==> src/rtl/stopwatch_core.sv <==
// ---------------------------------------------------------------------------
// stopwatch_core
//   Single-clock MM:SS stopwatch / count-down timer with a built-in 4-digit
//   7-segment scanner. Every rate is derived from clock enables on clk.
//   The time is kept as four BCD digits. Seconds are 00..59 and minutes are
//   00..MAX_MIN, where MAX_MIN is 1..99.
//
// Ports
//   clk      in   system clock
//   rst      in   synchronous reset, active low
//   adj      in   async level, 1 = adjust mode
//   sel      in   async level, field to adjust: 0 = minutes, 1 = seconds
//   pause    in   async button, rising edge toggles run/pause
//   lap      in   async button, rising edge toggles display freeze
//   down     in   async level, 1 = count down, 0 = count up
//   cathode  out  segments {g,f,e,d,c,b,a}, registered
//   anode    out  digit enables, registered; [0] = sec ones .. [3] = min tens
//   done     out  count-down has reached 00:00
//   running  out  stopwatch is counting
// ---------------------------------------------------------------------------
module stopwatch_core #(
  parameter int CLK_HZ         = 100_000_000,
  parameter int REFRESH_HZ     = 1000,
  parameter int ADJ_HZ         = 2,
  parameter int BLINK_HZ       = 2,
  parameter int MAX_MIN        = 59,
  parameter bit SEG_ACTIVE_LOW = 1'b1
) (
  input  logic       clk,
  input  logic       rst,
  input  logic       adj,
  input  logic       sel,
  input  logic       pause,
  input  logic       lap,
  input  logic       down,
  output logic [6:0] cathode,
  output logic [3:0] anode,
  output logic       done,
  output logic       running
);

  typedef enum logic [1:0] {ST_PAUSED, ST_RUN, ST_ADJUST, ST_DONE} state_t;

  typedef struct packed {
    logic [3:0] m1;
    logic [3:0] m0;
    logic [3:0] s1;
    logic [3:0] s0;
  } time_t;

  // Divisors use integer division and are never less than 1.
  localparam int DIV_1S   = (CLK_HZ < 1) ? 1 : CLK_HZ;
  localparam int DIV_ADJ  = (CLK_HZ / ADJ_HZ < 1) ? 1 : CLK_HZ / ADJ_HZ;
  localparam int DIV_SCAN = (CLK_HZ / REFRESH_HZ < 1) ? 1 : CLK_HZ / REFRESH_HZ;
  localparam int DIV_BLNK = (CLK_HZ / (2 * BLINK_HZ) < 1) ? 1 : CLK_HZ / (2 * BLINK_HZ);
  localparam int W_1S     = (DIV_1S   > 1) ? $clog2(DIV_1S)   : 1;
  localparam int W_ADJ    = (DIV_ADJ  > 1) ? $clog2(DIV_ADJ)  : 1;
  localparam int W_SCAN   = (DIV_SCAN > 1) ? $clog2(DIV_SCAN) : 1;
  localparam int W_BLNK   = (DIV_BLNK > 1) ? $clog2(DIV_BLNK) : 1;

  localparam logic [3:0] MAX_M1  = 4'(MAX_MIN / 10);
  localparam logic [3:0] MAX_M0  = 4'(MAX_MIN % 10);
  localparam logic [6:0] SEG_OFF = SEG_ACTIVE_LOW ? 7'h7F : 7'h00;
  localparam logic [3:0] DIG_OFF = SEG_ACTIVE_LOW ? 4'hF  : 4'h0;

  // Seconds-only increment. It wraps 59 -> 00 and never touches the minutes.
  function automatic time_t inc_sec(input time_t t);
    time_t r;
    r = t;
    if (t.s0 != 4'd9) r.s0 = t.s0 + 4'd1;
    else begin
      r.s0 = 4'd0;
      r.s1 = (t.s1 == 4'd5) ? 4'd0 : t.s1 + 4'd1;
    end
    return r;
  endfunction

  // Minutes-only increment. It wraps MAX_MIN -> 00.
  function automatic time_t inc_min(input time_t t);
    time_t r;
    r = t;
    if (t.m1 == MAX_M1 && t.m0 == MAX_M0) begin
      r.m1 = 4'd0;
      r.m0 = 4'd0;
    end else if (t.m0 == 4'd9) begin
      r.m1 = t.m1 + 4'd1;
      r.m0 = 4'd0;
    end else r.m0 = t.m0 + 4'd1;
    return r;
  endfunction

  function automatic time_t step_up(input time_t t);
    time_t r;
    r = inc_sec(t);
    if (t.s1 == 4'd5 && t.s0 == 4'd9) r = inc_min(r);
    return r;
  endfunction

  // This function is only called with a non-zero time.
  function automatic time_t step_down(input time_t t);
    time_t r;
    r = t;
    if (t.s0 != 4'd0) r.s0 = t.s0 - 4'd1;
    else begin
      r.s0 = 4'd9;
      if (t.s1 != 4'd0) r.s1 = t.s1 - 4'd1;
      else begin
        r.s1 = 4'd5;
        if (t.m0 != 4'd0) r.m0 = t.m0 - 4'd1;
        else begin
          r.m0 = 4'd9;
          r.m1 = t.m1 - 4'd1;
        end
      end
    end
    return r;
  endfunction

  function automatic logic [6:0] glyph(input logic [3:0] d);
    case (d)
      4'd0: glyph = 7'h3F;  4'd1: glyph = 7'h06;  4'd2: glyph = 7'h5B;
      4'd3: glyph = 7'h4F;  4'd4: glyph = 7'h66;  4'd5: glyph = 7'h6D;
      4'd6: glyph = 7'h7D;  4'd7: glyph = 7'h07;  4'd8: glyph = 7'h7F;
      4'd9: glyph = 7'h6F;  default: glyph = 7'h00;
    endcase
  endfunction

  // The synchroniser bit order is {down, lap, pause, sel, adj}.
  // The edge history bit order is {lap, pause}.
  logic [4:0]        meta_q, sync_q;
  logic [1:0]        prev_q;
  logic              adj_s, sel_s, pause_s, lap_s, down_s, pause_edge, lap_edge;
  logic [W_1S-1:0]   cnt_1s_q, cnt_1s_d;
  logic [W_ADJ-1:0]  cnt_adj_q, cnt_adj_d;
  logic [W_SCAN-1:0] cnt_scan_q, cnt_scan_d;
  logic [W_BLNK-1:0] cnt_blnk_q, cnt_blnk_d;
  logic              tick_1s, tick_adj, tick_scan, tick_blnk;
  logic              blink_q, blink_d;
  logic [1:0]        idx_q, idx_d;
  state_t            state_q, state_d;
  time_t             time_q, time_d, lap_time_q, lap_time_d, disp;
  logic              frz_q, frz_d, done_q, done_d, running_q, running_d, blank;
  logic [3:0]        digit;
  logic [6:0]        cathode_q, cathode_d;
  logic [3:0]        anode_q, anode_d;

  assign {down_s, lap_s, pause_s, sel_s, adj_s} = sync_q;
  assign pause_edge = pause_s & ~prev_q[0];
  assign lap_edge   = lap_s & ~prev_q[1];

  assign tick_1s   = (cnt_1s_q   == W_1S'(DIV_1S - 1));
  assign tick_adj  = (cnt_adj_q  == W_ADJ'(DIV_ADJ - 1));
  assign tick_scan = (cnt_scan_q == W_SCAN'(DIV_SCAN - 1));
  assign tick_blnk = (cnt_blnk_q == W_BLNK'(DIV_BLNK - 1));

  always_comb begin
    // NOTE: every signal gets a default before any branch so that no path leaves it unassigned, which would infer a latch.
    cnt_adj_d  = tick_adj  ? '0 : cnt_adj_q + 1'b1;
    cnt_scan_d = tick_scan ? '0 : cnt_scan_q + 1'b1;
    cnt_blnk_d = tick_blnk ? '0 : cnt_blnk_q + 1'b1;
    blink_d    = blink_q ^ tick_blnk;
    idx_d      = tick_scan ? idx_q + 2'd1 : idx_q;
    state_d    = state_q;
    time_d     = time_q;
    frz_d      = frz_q;
    lap_time_d = lap_time_q;

    if (adj_s) begin
      state_d = ST_ADJUST;
      frz_d   = 1'b0;
      if (tick_adj) time_d = sel_s ? inc_sec(time_q) : inc_min(time_q);
    end else begin
      unique case (state_q)
        ST_PAUSED: if (pause_edge && !(down_s && time_q == '0)) state_d = ST_RUN;
        ST_RUN: begin
          if (tick_1s) begin
            if (!down_s) time_d = step_up(time_q);
            else begin
              time_d = (time_q == '0) ? '0 : step_down(time_q);
              if (time_d == '0) state_d = ST_DONE;
            end
          end
          // If a pause edge and a tick arrive together, the time steps first and then the pause takes effect.
          if (pause_edge) state_d = ST_PAUSED;
        end
        ST_ADJUST: state_d = ST_PAUSED;
        ST_DONE:   if (pause_edge) state_d = ST_PAUSED;
      endcase
      if (lap_edge && (state_q == ST_RUN || state_q == ST_PAUSED)) begin
        frz_d = ~frz_q;
        if (!frz_q) lap_time_d = time_q;
      end
      if (state_d == ST_DONE) frz_d = 1'b0;
    end

    // When the stopwatch enters RUN, the 1 s count restarts so that the first second is full length.
    cnt_1s_d = tick_1s ? '0 : cnt_1s_q + 1'b1;
    if (state_d == ST_RUN && state_q != ST_RUN) cnt_1s_d = '0;

    done_d    = (state_d == ST_DONE);
    running_d = (state_d == ST_RUN);
  end

  always_comb begin
    disp = frz_q ? lap_time_q : time_q;
    case (idx_q)
      2'd0:    digit = disp.s0;
      2'd1:    digit = disp.s1;
      2'd2:    digit = disp.m0;
      default: digit = disp.m1;
    endcase
    // The digit blinks in DONE. In ADJUST, only the two digits of the field being adjusted blink.
    // The condition idx_q[1] != sel_s selects those two digits.
    blank     = blink_q && (state_q == ST_DONE ||
                            (state_q == ST_ADJUST && (idx_q[1] != sel_s)));
    cathode_d = blank ? 7'h00 : glyph(digit);
    anode_d   = blank ? 4'h0  : (4'b0001 << idx_q);
    if (SEG_ACTIVE_LOW) begin
      cathode_d = ~cathode_d;
      anode_d   = ~anode_d;
    end
  end

  // NOTE: sequential state is updated only with non-blocking assignments, so every flop samples values from before the clock edge.
  always_ff @(posedge clk) begin
    if (!rst) begin
      meta_q     <= '0;
      sync_q     <= '0;
      prev_q     <= '0;
      cnt_1s_q   <= '0;
      cnt_adj_q  <= '0;
      cnt_scan_q <= '0;
      cnt_blnk_q <= '0;
      blink_q    <= 1'b0;
      idx_q      <= '0;
      state_q    <= ST_PAUSED;
      time_q     <= '0;
      lap_time_q <= '0;
      frz_q      <= 1'b0;
      done_q     <= 1'b0;
      running_q  <= 1'b0;
      cathode_q  <= SEG_OFF;
      anode_q    <= DIG_OFF;
    end else begin
      meta_q     <= {down, lap, pause, sel, adj};
      sync_q     <= meta_q;
      prev_q     <= {lap_s, pause_s};
      cnt_1s_q   <= cnt_1s_d;
      cnt_adj_q  <= cnt_adj_d;
      cnt_scan_q <= cnt_scan_d;
      cnt_blnk_q <= cnt_blnk_d;
      blink_q    <= blink_d;
      idx_q      <= idx_d;
      state_q    <= state_d;
      time_q     <= time_d;
      lap_time_q <= lap_time_d;
      frz_q      <= frz_d;
      done_q     <= done_d;
      running_q  <= running_d;
      cathode_q  <= cathode_d;
      anode_q    <= anode_d;
    end
  end

  assign cathode = cathode_q;
  assign anode   = anode_q;
  assign done    = done_q;
  assign running = running_q;

endmodule
==> config.mk <==
export PLATFORM = sky130hd
export DESIGN_NAME = stopwatch_core
export DESIGN_NICKNAME = d
export VERILOG_FILES = /design/src/rtl/stopwatch_core.sv
export SDC_FILE = /design/constraint.sdc
export NUM_CORES = 1
export LEC_CHECK = 0
export ABC_CLOCK_PERIOD_IN_PS = 3200
export CAP_MARGIN = 40
export CORE_ASPECT_RATIO = 1.75
export CORE_UTILIZATION = 25
export CTS_CLUSTER_DIAMETER = 120
export DETAILED_ROUTE_END_ITERATION = 12
export PLACE_DENSITY_LB_ADDON = 0.2
export SLEW_MARGIN = 20
export SYNTH_ARGS = -nofsm -noshare
export SYNTH_HDL_FRONTEND = slang
export SYNTH_SLANG_ARGS = --single-unit
==> constraint.sdc <==
create_clock -name clk -period 3.2 [get_ports clk]
set_input_delay 0.32 -clock clk [delete_from_list [all_inputs] [get_ports clk]]
set_output_delay 0.32 -clock clk [all_outputs]
set_load 0.05 [all_outputs]
# Yosys cells after proc, flatten, opt, wreduce, memory -nomap -nowiden
# Memories as Yosys holds them, arrays and structs flattened.
# Index checks and enable logic that the tools add are counted.
# classes
n_bitwise	10
muxes	41
n_reduce_logical	29
shift	1
n_addsub	13
n_eq_ne	22
# op_table
op	count
16-bit two-way mux	9
12-bit two-way mux	5
4-bit two-way mux	14
16-bit zero test	2
27-bit by 1-bit adder with 27-bit output, second input constant	1
27-bit equality test, second input constant	1
26-bit by 1-bit adder with 26-bit output, second input constant	1
26-bit equality test, second input constant	1
25-bit by 1-bit adder with 25-bit output, second input constant	1
25-bit equality test, second input constant	1
17-bit by 1-bit adder with 17-bit output, second input constant	1
17-bit equality test, second input constant	1
4-bit by 1-bit adder with 4-bit output, second input constant	4
2-bit two-way mux	8
8-bit two-way mux	2
4-bit by 1-bit subtractor with 4-bit output, second input constant	4
4-bit one-hot mux with 3 select lines	1
4-bit nonzero test	3
2-bit equality test, second input constant	5
4-bit by 3-bit equality test with 1-bit output, second input constant	2
4-bit equality test, second input constant	2
1-bit logical AND	8
2-bit one-hot mux with 4 select lines	1
7-bit two-way mux	1
22 further kinds	37
# totals
mem_bits_ro	112
out_inout_bits	13
ff_bits	158
input_bits	7
mem_count	1
# memory_table
memory	depth	word_bits	rd	rd_ports_with_merged_regs	write_ports	line_no	rtl
(no name shown)	16	7	1	0	0	120	case (d)

# Logic depth before layout (Yosys ltp)
# depth
word_depth	20
depth_mapped	9
mapped_depth_nobuf	9

# Least setup slack after synthesis
# OpenSTA, ideal clock, no wires.
# synth_timing
path_kind	reg2reg
start	register time_q[8] (netlist bit)
end	register cnt_1s_q[16]
setup_slack_ns	0.747
arrival_time_ns	2.326
path_stages_with_launch	10
path_buffers	2
path_cell_list	dfxtp_1 -> clkbuf_1 -> inv_1 -> ha_1 -> nor3b_2 -> nand3_1 -> o31ai_1 -> o311ai_1 -> clkbuf_1 -> nor2_1
# synth_via
elab_chain_len	20
elab_cells_between_ends	27
classes_between	1 x add/sub; 1 x eq/ne; 17 x mux; 8 x reduce/logical
# synth_lines
item	line_no	rtl
start, declared	141	time_t time_q, time_d, lap_time_q, lap_time_d, disp;
start signal, assigned	255	time_q <= time_d;
4-bit by 1-bit subtractor with 4-bit output or 4-bit nonzero test (tied branches)	109	if (t.m0 != 4'd0) r.m0 = t.m0 - 4'd1;
4-bit two-way mux	109	
8-bit two-way mux	106	if (t.s1 != 4'd0) r.s1 = t.s1 - 4'd1;
12-bit two-way mux	103	if (t.s0 != 4'd0) r.s0 = t.s0 - 4'd1;
12-bit two-way mux	177	if (!down_s) time_d = step_up(time_q);
12-bit two-way mux	176	if (tick_1s) begin
12-bit two-way mux	173	unique case (state_q)
12-bit two-way mux	168	if (adj_s) begin
[... 3 more ...]	-	
2-bit two-way mux	177	
2-bit two-way mux	176	
2-bit two-way mux	184	if (pause_edge) state_d = ST_PAUSED;
2-bit one-hot mux with 4 select lines *	173	
2-bit two-way mux * (2 in a row)	168	
2-bit by 1-bit equality test with 1-bit output *	198	if (state_d == ST_RUN && state_q != ST_RUN) cnt_1s_d = '0;
1-bit logical AND *	198	
3-bit OR reduction (no source line) *	-	
end signal, assigned	248	cnt_1s_q <= cnt_1s_d;
end, declared	133	logic [W_1S-1:0] cnt_1s_q, cnt_1s_d;
# Mark *: on every way between the ends. The rest lies on a longest branch, timed or not. The select of a mux whose other input is x is not followed.
# A chain may end at the register's enable or synchronous reset.

# Worst setup path in the final report
# layout_timing
start	register frz_q
end	register cathode_q[6], in the netlist cathode[6]
# layout_via
elab_chain_len	5
# layout_lines
item	line_no	rtl
start, declared	142	logic frz_q, frz_d, done_q, done_d, running_q, running_d, blank;
start signal, assigned	257	frz_q <= frz_d;
16-bit two-way mux	-	
4-bit one-hot mux with 3 select lines	206	case (idx_q)
memory 16 x 7 bit	-	
7-bit two-way mux	216	cathode_d = blank ? 7'h00 : glyph(digit);
7-bit inverter	219	cathode_d = ~cathode_d;
end signal, assigned	260	cathode_q <= cathode_d;
end, declared	144	logic [6:0] cathode_q, cathode_d;
# Every way passes these cells.

==> impl_metrics.tcl <==
set metrics [dict create \
    layout_commonest_cell "dfxtp_1" \
    synth_fp_nets 939 \
    grt_usage_pct 13.1 \
    path_class "reg2reg" \
    post-cts-setup-buffers 0 \
    hold_path_class "reg2reg" \
    finalPower_w 0.00419 \
    postCtsHoldBufs 0 \
    cts_buffers 17 \
    drtPass1Iterations 5 \
    slew_violations 0 \
    synth_edf_count 0 \
    cp-start-kind "flop" \
    hold_viol 0 \
    core_area_um2 30200 \
    die_w_um 135 \
    placement.cell_area_um2 8410 \
    hold_path_depth 1 \
    syn_area_um2 7700 \
    ant_nets 0 \
    fmax_mhz 376 \
    power.density_nw_per_um2 466 \
    first_iter_violations 348 \
    final_nets 958 \
    tritoncts "yes" \
    synthFlopType "dfxtp_1" \
    row_count 84 \
    dr_wl_met2_um 10400 \
    synthTopCellsByArea "dfxtp_1, nor2_1, xor2_1, nand2_1, xnor2_1" \
    ys_warn_count 0 \
    wl_per_cell_um 14.3 \
    setup-violations-final 0 \
    status "complete, no violations" \
    clk_latency_ns 0.45 \
    cts_root_buf "clkbuf_16" \
    start_util_pct 25.5 \
    worstPathRequired_ns 3.49 \
    grt_max_degree 40 \
    num_antenna_cells 0 \
    clock_path_buffers 2 \
    post_cts_resized 0 \
    grt_pass1_vias 6341 \
    arrival_ns 2.95 \
    antenna_found_initial 0 \
    setup_tns_ns 0 \
    yosysTopAreaCellShare_pct 41.1 \
    final.period_utilization_pct 83.2 \
    yosysTopAreaCell "dfxtp_1" \
    wl_met3_um 396 \
    multi_input_area_um2 4300 \
    clk_pin_slew_ns 0.07 \
    r2r_cells 8 \
    synth_seq_cells 158 \
    leakage_nw 3.23 \
    register_area_um2 3160 \
    final.setup_skew_ns 0.00985 \
    peakVddDrop_mv 0.311 \
    syn_to_final_growth_pct 16.8 \
    drc_errors 0 \
    drive_above_1_share_pct 9.12 \
    avgSynthCellArea_um2 8.46 \
    cts_htree_levels 4 \
    slew_headroom_pct 44.4 \
    wirelength_um 19000 \
    final_cell_mix "dfxtp_1, nor2_1, nand2_1, xor2_1, nand3_1" \
    synthArstFlopShare_pct 0 \
    hpwlAfterDp_um 13800 \
    grt_pass1_wl_um 32100 \
    syn-instance-count 911 \
    yosysSeqAreaShare_pct 41.1 \
    fp.dieH_um 234 \
    vias_per_cell 4.73 \
    rsz0062_at_grt "false" \
    cts.sinks 158 \
    finalCriticalPeriod_ns 2.66 \
    pin_count 20 \
    dr.max_layer_used "met4" \
    fillers 3230 \
    stdcell_area_um2 9000 \
    grt.overflow.total 0 \
    die-area_um2 31500 \
    met1Wirelength_um 7640 \
    cap_viol_max_count 0 \
    synth_cell_types 65 \
    utilization_pct 29.8 \
    vias 6293 \
    io_buffers 19 \
    worst_slew_pin_slew_ns 0.829 \
    cp_max_fo 14 \
    routabilityCongestion 0.837 \
    end_kind "flop" \
]
[per-layer routing]
| metal | vias to the layer above | global-route usage (%) |
|---|---|---|
| met1 | 2966 | 13.3 |
| met5 | - | 0 |
| met4 | 0 | 6.18 |
| met2 | 82 | 24.8 |
| met3 | 28 | 2.83 |
| li1 | 3217 | - |
[synthesized netlist by cell type (all sizes together), types with 2 or more instances]
library cell	count
nand2b	7
o31ai	6
a21o	2
nand3	48
nor2b	7
or4	6
ha	21
and3	22
o221a	3
or3b	2
a222oi	3
o211ai	4
xor2	53
nand4	26
nor4bb	4
and2	17
nor4b	3
o21ai	30
nor3b	3
nor2	129
o311ai	5
a31oi	7
a21oi	34
dfxtp	158
inv	26
mux2i	16
xnor2	35
or2	2
mux2	14
a21boi	3
o32ai	2
buf	7
o22ai	7
a2111oi	3
a22oi	3
and4	9
a32oi	3
nand3b	2
nand2	98
clkbuf	35
or3	7
nor3	18
nor4	13
[state kept, by name, indices dropped and copies added, names as in the netlist, 2 cells and up]
register and flops:
anode 4, cathode 7, cnt_1s_q 27, cnt_adj_q 26, cnt_blnk_q 25, cnt_scan_q 17, idx_q 2, lap_time_q 16
meta_q 5, prev_q 2, state_q 2, sync_q 5, time_q 16
[critical path, stage by stage, from the launching register on]
cell      delay [ns]
dfxtp_1         0.76
buf_4           0.28
mux2_2          0.34
a222oi_1        0.27
mux2_2          0.29
inv_1           0.08
ha_1            0.21
nor3_1          0.19
o21ai_1         0.08
[kinds of logic (layout without fill, tap and decap cells)]
kind of cell / count (synthesis) / in the layout / share of synthesized area (%)
xor gates and xnor gates: 88 / 88 / 10.0
buffers and inverters: 68 / 100 / 3.41
muxes: 30 / 30 / 4.13
DFF: 158 / 158 / 41.1
AOI/OAI and AO/OA: 122 / 122 / 10.4
adders and majority gates: 21 / 21 / 3.41
and+or+nand+nor: 424 / 424 / 27.5
[power by group]
group	total, W	internal (W)	switching (W)	leakage (nW)
sequential	0.00202	0.00199	0.0000237	1.28
combinational	0.000162	0.0000566	0.000105	1.67
clock	0.00202	0.00110	0.000920	0.279
total	0.00419	0.00314	0.00105	3.23
[cell type report]
cell class	instances	area share, %
multi-input cells	685	47.8
clock buffers	17	4.73
flip-flops and latches	158	35.1
well taps	387	5.38
repair buffers	42	4.20
clock inverters	15	1.68
inverters	26	1.08
[final timing paths]
path	endpoint	slack, ns	startpoint
worst max-delay path	cathode[6]$_SDFF_PN1_	0.54	frz_q$_SDFFE_PP0P_
worst min-delay path	sync_q[2]$_SDFF_PN0_	0.43	meta_q[2]$_SDFF_PN0_
worst max register to register	cathode[6]$_SDFF_PN1_	0.54	frz_q$_SDFFE_PP0P_
worst min register to register	sync_q[2]$_SDFF_PN0_	0.43	meta_q[2]$_SDFF_PN0_
[through the flow]
step / std cells / hold slack (ns) / setup slack (ns)
after detailed placement: 1297 / 0.420 / 0.566
after floorplan: 911 / 0.412 / 0.747
after global placement: 1296 / 0.419 / 0.505
after CTS: 1329 / 0.417 / 0.539
after global routing: 1330 / 0.434 / 0.293
final: 1330 / 0.434 / 0.539
Note: power is estimated with default switching activity, not from simulation.
